[config.mk]
export PLATFORM = sky130hd
export DESIGN_NAME = regfile_wb_arbiter_flat
export DESIGN_NICKNAME = d
export VERILOG_FILES = /design/src/rtl/regfile_pkg.sv /design/src/rtl/regfile_wb_arbiter_if.sv /design/src/rtl/wb_fifo.sv /design/src/rtl/regfile_wb_arbiter.sv /design/src/flat_wrapper.sv
export SDC_FILE = /design/constraint.sdc
export NUM_CORES = 1
export LEC_CHECK = 0
export ABC_CLOCK_PERIOD_IN_PS = 19600
export CORE_MARGIN = 3
export CORE_UTILIZATION = 45
export DETAILED_ROUTE_END_ITERATION = 12
export PLACE_DENSITY = 0.71
export SYNTH_ARGS = -nofsm -noshare
export SYNTH_HDL_FRONTEND = slang
export SYNTH_HIERARCHICAL = 1
export SYNTH_SLANG_ARGS = --single-unit
[constraint.sdc]
create_clock -name clk -period 19.6 [get_ports clk]
set_clock_uncertainty 0.2 [all_clocks]
set_input_delay 3.92 -clock clk [delete_from_list [all_inputs] [get_ports clk]]
set_output_delay 3.92 -clock clk [all_outputs]
set_load 0.1 [all_outputs]
[src/rtl/regfile_pkg.sv]
// Shared types and constants for the register-file writeback arbiter.
// md_entry_t is one buffered MUL/DIV result waiting for a free write-port cycle.
package regfile_pkg;

  localparam int unsigned XLEN   = 32;
  localparam int unsigned REG_AW = 5;

  localparam logic [REG_AW-1:0] REG_ZERO = '0;

  typedef struct packed {
    logic [REG_AW-1:0] rd;
    logic [XLEN-1:0]   data;
  } md_entry_t;

  function automatic logic [REG_AW:0] popcount32(logic [31:0] v);
    logic [REG_AW:0] sum;
    sum = '0;
    for (int i = 0; i < 32; i++) begin
      sum = sum + {{REG_AW{1'b0}}, v[i]};
    end
    return sum;
  endfunction

endpackage

[src/rtl/regfile_wb_arbiter_if.sv]
// Bundles the WB-stage, MUL/DIV, decode and register-file write-port signals.
// master drives the pipeline side; slave is the arbiter.
interface regfile_wb_arbiter_if;
  import regfile_pkg::*;

  logic              wb_we;
  logic [REG_AW-1:0] wb_rd;
  logic [XLEN-1:0]   wb_data;

  logic              md_valid;
  logic              md_ready;
  logic [REG_AW-1:0] md_rd;
  logic [XLEN-1:0]   md_data;

  logic              md_issue;
  logic [REG_AW-1:0] md_issue_rd;

  logic [REG_AW-1:0] dec_rs1;
  logic [REG_AW-1:0] dec_rs2;
  logic [REG_AW-1:0] dec_rd;

  logic              hz_stall;
  logic              wb_hold;

  logic              rf_we;
  logic [REG_AW-1:0] rf_a3;
  logic [XLEN-1:0]   rf_wd;

  logic [REG_AW:0]   pend_cnt;

  modport master (
    output wb_we, wb_rd, wb_data, md_valid, md_rd, md_data, md_issue, md_issue_rd,
           dec_rs1, dec_rs2, dec_rd,
    input  md_ready, hz_stall, wb_hold, rf_we, rf_a3, rf_wd, pend_cnt
  );

  modport slave (
    input  wb_we, wb_rd, wb_data, md_valid, md_rd, md_data, md_issue, md_issue_rd,
           dec_rs1, dec_rs2, dec_rd,
    output md_ready, hz_stall, wb_hold, rf_we, rf_a3, rf_wd, pend_cnt
  );

endinterface

[src/rtl/wb_fifo.sv]
// Synchronous FIFO for MUL/DIV results with full/empty flags and a head passthrough.
// Pointers carry one extra wrap bit so full and empty are distinguishable.
module wb_fifo
  import regfile_pkg::*;
#(
  parameter int unsigned DEPTH = 2
) (
  input  logic      clk,
  input  logic      rst_n,
  input  logic      push,
  input  logic      pop,
  input  md_entry_t wdata,
  output md_entry_t head,
  output logic      full,
  output logic      empty
);

  localparam int unsigned AW = $clog2(DEPTH);
  localparam logic [AW:0] PtrOne = (AW + 1)'(1);

  md_entry_t   mem_q [DEPTH];
  logic [AW:0] wr_ptr_q, rd_ptr_q;

  assign empty = (wr_ptr_q == rd_ptr_q);
  assign full  = (wr_ptr_q[AW] != rd_ptr_q[AW]) && (wr_ptr_q[AW-1:0] == rd_ptr_q[AW-1:0]);
  assign head  = mem_q[rd_ptr_q[AW-1:0]];

  always_ff @(posedge clk or negedge rst_n) begin
    if (!rst_n) begin
      wr_ptr_q <= '0;
      rd_ptr_q <= '0;
    end else begin
      if (push && !full) wr_ptr_q <= wr_ptr_q + PtrOne;
      if (pop && !empty) rd_ptr_q <= rd_ptr_q + PtrOne;
    end
  end

  always_ff @(posedge clk) begin
    if (push && !full) mem_q[wr_ptr_q[AW-1:0]] <= wdata;
  end

endmodule

[src/rtl/regfile_wb_arbiter.sv]
// Shares the register-file write port between WB and the MUL/DIV result FIFO,
// tracks pending MUL/DIV destinations for hazard stalls and guards against FIFO starvation.
module regfile_wb_arbiter
  import regfile_pkg::*;
#(
  parameter int unsigned DEPTH        = 2,
  parameter int unsigned STARVE_LIMIT = 4
) (
  input logic                 clk,
  input logic                 rst_n,
  regfile_wb_arbiter_if.slave bus
);

  localparam int unsigned CntW   = $clog2(STARVE_LIMIT + 1);
  localparam logic [CntW-1:0] LimitC = CntW'(STARVE_LIMIT);
  localparam logic [CntW-1:0] CntOne = CntW'(1);

  logic      push, pop, full, empty;
  md_entry_t head, wdata;

  logic [31:0]     pend_q, pend_d;
  logic [REG_AW:0] pend_cnt_q;
  logic [CntW-1:0] starve_q, starve_d;

  assign wdata = '{rd: bus.md_rd, data: bus.md_data};

  // x0 results are acknowledged but never buffered.
  assign push = bus.md_valid && !full && (bus.md_rd != REG_ZERO);
  assign pop  = rst_n && !bus.wb_we && !empty;

  wb_fifo #(
    .DEPTH(DEPTH)
  ) u_fifo (
    .clk  (clk),
    .rst_n(rst_n),
    .push (push),
    .pop  (pop),
    .wdata(wdata),
    .head (head),
    .full (full),
    .empty(empty)
  );

  assign bus.md_ready = !full;

  always_comb begin
    bus.rf_we = 1'b0;
    bus.rf_a3 = '0;
    bus.rf_wd = '0;
    if (rst_n) begin
      if (bus.wb_we) begin
        bus.rf_we = 1'b1;
        bus.rf_a3 = bus.wb_rd;
        bus.rf_wd = bus.wb_data;
      end else if (!empty) begin
        bus.rf_we = 1'b1;
        bus.rf_a3 = head.rd;
        bus.rf_wd = head.data;
      end
    end
  end

  // Clear before set so a re-issue to the retiring rd stays pending.
  always_comb begin
    pend_d = pend_q;
    if (pop) pend_d[head.rd] = 1'b0;
    if (bus.md_issue) pend_d[bus.md_issue_rd] = 1'b1;
    pend_d[0] = 1'b0;
  end

  always_comb begin
    starve_d = starve_q;
    if (pop || empty) begin
      starve_d = '0;
    end else if (bus.wb_we && (starve_q < LimitC)) begin
      starve_d = starve_q + CntOne;
    end
  end

  always_ff @(posedge clk or negedge rst_n) begin
    if (!rst_n) begin
      pend_q     <= '0;
      pend_cnt_q <= '0;
      starve_q   <= '0;
    end else begin
      pend_q     <= pend_d;
      pend_cnt_q <= popcount32(pend_d);
      starve_q   <= starve_d;
    end
  end

  assign bus.hz_stall = pend_q[bus.dec_rs1] | pend_q[bus.dec_rs2] | pend_q[bus.dec_rd];
  assign bus.wb_hold  = (starve_q >= LimitC);
  assign bus.pend_cnt = pend_cnt_q;

endmodule

[src/flat_wrapper.sv]
// flat-port wrapper written by rule: the top's interface ports become plain ports
module regfile_wb_arbiter_flat import regfile_pkg::*;
#(
  parameter int unsigned DEPTH        = 2,
  parameter int unsigned STARVE_LIMIT = 4
)
  (clk, rst_n, bus_wb_we, bus_wb_rd, bus_wb_data, bus_md_valid, bus_md_rd, bus_md_data, bus_md_issue, bus_md_issue_rd, bus_dec_rs1, bus_dec_rs2, bus_dec_rd, bus_md_ready, bus_hz_stall, bus_wb_hold, bus_rf_we, bus_rf_a3, bus_rf_wd, bus_pend_cnt);
  regfile_wb_arbiter_if bus_i ();
  input logic clk;
  input logic rst_n;
  input wire logic [$bits(bus_i.wb_we)-1:0] bus_wb_we;
  input wire logic [$bits(bus_i.wb_rd)-1:0] bus_wb_rd;
  input wire logic [$bits(bus_i.wb_data)-1:0] bus_wb_data;
  input wire logic [$bits(bus_i.md_valid)-1:0] bus_md_valid;
  input wire logic [$bits(bus_i.md_rd)-1:0] bus_md_rd;
  input wire logic [$bits(bus_i.md_data)-1:0] bus_md_data;
  input wire logic [$bits(bus_i.md_issue)-1:0] bus_md_issue;
  input wire logic [$bits(bus_i.md_issue_rd)-1:0] bus_md_issue_rd;
  input wire logic [$bits(bus_i.dec_rs1)-1:0] bus_dec_rs1;
  input wire logic [$bits(bus_i.dec_rs2)-1:0] bus_dec_rs2;
  input wire logic [$bits(bus_i.dec_rd)-1:0] bus_dec_rd;
  output wire logic [$bits(bus_i.md_ready)-1:0] bus_md_ready;
  output wire logic [$bits(bus_i.hz_stall)-1:0] bus_hz_stall;
  output wire logic [$bits(bus_i.wb_hold)-1:0] bus_wb_hold;
  output wire logic [$bits(bus_i.rf_we)-1:0] bus_rf_we;
  output wire logic [$bits(bus_i.rf_a3)-1:0] bus_rf_a3;
  output wire logic [$bits(bus_i.rf_wd)-1:0] bus_rf_wd;
  output wire logic [$bits(bus_i.pend_cnt)-1:0] bus_pend_cnt;
  assign bus_i.wb_we = bus_wb_we;
  assign bus_i.wb_rd = bus_wb_rd;
  assign bus_i.wb_data = bus_wb_data;
  assign bus_i.md_valid = bus_md_valid;
  assign bus_i.md_rd = bus_md_rd;
  assign bus_i.md_data = bus_md_data;
  assign bus_i.md_issue = bus_md_issue;
  assign bus_i.md_issue_rd = bus_md_issue_rd;
  assign bus_i.dec_rs1 = bus_dec_rs1;
  assign bus_i.dec_rs2 = bus_dec_rs2;
  assign bus_i.dec_rd = bus_dec_rd;
  assign bus_md_ready = bus_i.md_ready;
  assign bus_hz_stall = bus_i.hz_stall;
  assign bus_wb_hold = bus_i.wb_hold;
  assign bus_rf_we = bus_i.rf_we;
  assign bus_rf_a3 = bus_i.rf_a3;
  assign bus_rf_wd = bus_i.rf_wd;
  assign bus_pend_cnt = bus_i.pend_cnt;
  regfile_wb_arbiter #(.DEPTH(DEPTH), .STARVE_LIMIT(STARVE_LIMIT)) u_core (.clk(clk), .rst_n(rst_n), .bus(bus_i));
endmodule
==> results.yml <==
final_layout:
  drive_gt1_share_pct: 14.74
  insertedDiodeCount: 0
  design_area_mm2: 0.008782
  layout.nets: 776
  syn2layout_area_growth_pct: 31.47
  instances_no_fill: 838
die:
  io-pin-count: 146
  die-area_mm2: 0.01634
  die_h_um: 127.8
  core_area_mm2: 0.01420
  initial_core_util_pct: 47.03
  fp.dieW_um: 127.8
  rows: 43
clock_tree:
  tritoncts: "built"
  clkLatencyLatePin_ns: 0.41
  path_clk_slew_ns: 0.05
  post_cts_buffers: 0
  ctsHoldBuffers: 0
  cts_resized: 0
  cts.sink_count: 118
  clockRootBuffer: "clkbuf_16"
  cts-htree-levels: 4
  cts_made_buffers: 17
  clockBufferDepth: 2
timing:
  drv_slew: 0
  worst_slew_pin_slew_ns: 1.076
  setup_tns_ns: 0
  rsz0062_at_grt: "false"
  fmax_mhz: 89.53
  fin_crit_sh_pct: 56.99
  worst_slack_ns: 8.431
  max-slew-margin-rel_pct: 28.11
  setup_viol: 0
  hold_violations: 0
  layout_min_cycle_time_ns: 11.17
yosys:
  syn_area_mm2: 0.006680
  synthArstFlopShare_pct: 37.29
  yosys.area.top_type: "edfxtp_1"
  ys_ff_latch: 118
  syn-num-nets: 640
  ys_warn_count: 6
  seq_area_frac_synth_pct: 49.75
  synth_edf_count: 74
  ys_types: 62
  yosys_most_used_dff: "edfxtp_1"
  synth_cells: 509
  synth_top_area_share_pct: 33.26
  synth_area_leaders: "edfxtp_1, dfrtp_1, fa_1"
  syn_area_per_cell_um2: 13.12
place:
  place_ws_ns: 8.334
  place_inst: 806
  io_buffers: 145
  hpwl_um: 12080
  placed_area_mm2: 0.008203
  gp_congestion: 0.8970
run:
  max_cap_viol_count: 0
route:
  first_pass_iters: 5
  wirelength_um: 16510
  drtIter0Drc: 390
  drtAntennaViolNets: 0
  drc_errors: 0
  via_per_inst: 5.699
  wl_per_cell_um: 19.70
  vias: 4776
grt:
  grt_pass1_wl_um: 26850
  grt_pass1_vias: 5013
  grt_usage_pct: 21.13
  grt_max_degree: 48
  antenna_found_initial: 0
  grt_overflow_total: 0
critical_path:
  path_class: "input pin to primary output"
  cp.arrival_ns: 7.05
  critPathLaunchType: "input pin"
  cp-end-kind: "primary output"
  crit_path_start: "rst_n"
  cp_max_fo: 47
  rr_startpoint: "u_core/u_fifo/rd_ptr_q[0]$_DFFE_PN0P_"
  worstPathRequired_ns: 15.48
worst_hold_path:
  hold_path_class: "register to register"
  hold_start: "u_core/starve_q[1]$_DFFE_PN0P_"
outcome:
  status: "finished, final reports clean"
[synthesized netlist by cell type, drive strengths merged (6+ instances only)]
cell type and instances:
nand3b 13, nor2 18, ha 9, o41ai 6, o21ai 58, mux2i 13, a22o 37, inv 28
nand3 8, mux4 14, dfrtp 44, a21oi 10, mux2 48, o21a 13, buf 16, nand2 11
clkbuf 16, edfxtp 74, fa 23
[worst max-delay path, cell delays in order]
cell and delay, ns:
buf_2 0.07, buf_4 0.46, nand2b_1 0.22, nor2_4 0.85, a22o_1 0.34, clkdlybuf4s50_1 1.15
[through the flow]
stage	utilization, %	hold WS (ns)
global route	61.83	0.4125
floorplan	-	0.3040
detailed placement	57.75	0.3606
global placement	57.75	0.3312
finish	61.83	0.3698
CTS	61.83	0.3749
[cell usage in the layout (no fill, tap or decap), types with 6 or more instances in the layout]
cell type	netlist	final
mux2_1	16	16
dfrtp_1	44	43
nor2_1	16	16
ha_1	9	9
inv_1	28	28
nand2_1	11	11
mux4_2	14	14
mux2_2	32	32
o21ai_0	55	55
edfxtp_1	74	74
a22o_1	37	37
clkbuf_16	0	17
fa_1	23	23
a21oi_1	9	8
clkdlybuf4s50_1	0	144
nand3b_1	13	13
o41ai_1	6	6
o21a_1	13	13
mux2i_1	13	13
nand3_1	8	8
[final timing paths]
path,end,depth (start not counted),slack [ns]
max,bus_rf_a3[1],6,8.43
max in group asynchronous,u_core/u_fifo/rd_ptr_q[0]$_DFFE_PN0P_,2,15.39
min in group asynchronous,u_core/pend_q[6]$_DFF_PN0_,2,3.39
max reg2reg,u_core/bus.pend_cnt[4]$_DFF_PN0_,19,11.52
min reg2reg,u_core/starve_q[1]$_DFFE_PN0P_,2,0.37
min,u_core/starve_q[1]$_DFFE_PN0P_,2,0.37
[per-layer routing]
metal	part of all wire (%)	GRT usage, %	vias to the layer above
met5	0	0	-
met3	6.6	5.875	18
li1	-	-	2225
met2	50	34.38	186
met4	1.1	5.680	0
met1	42	28.10	2347
[sequential cells by signal (all words and copies together), names as in the netlist]
signal                  count
u_core/u_fifo/mem_q        74
u_core/pend_q              31
u_core/bus.pend_cnt         6
u_core/starve_q             3
u_core/u_fifo/rd_ptr_q      2
u_core/u_fifo/wr_ptr_q      2
[area by class of cell]
type,instances,area [um2]
inverters,28,105.1
multi-input cells,331,3072
repair buffers,149,1476
flip-flops and latches,118,3324
well taps,180,225.2
clock inverters,14,150.1
clock buffers,18,429.2
fillers,1113,5421
[kinds of logic after synthesis]
logic type                 count (synthesis)  synth area share, %
muxes                                     75                14.76
buffers and inverters                     60                4.607
adders and majority gates                 32                8.578
xor gates and xnor gates                   6               0.8992
and+or+nand+nor                           72                6.499
DFF                                      118                49.75
AOI/OAI and AO/OA                        146                14.91
Power is not shown: default switching activity piles up to over one toggle a cycle in this logic, so the estimate is an artifact.
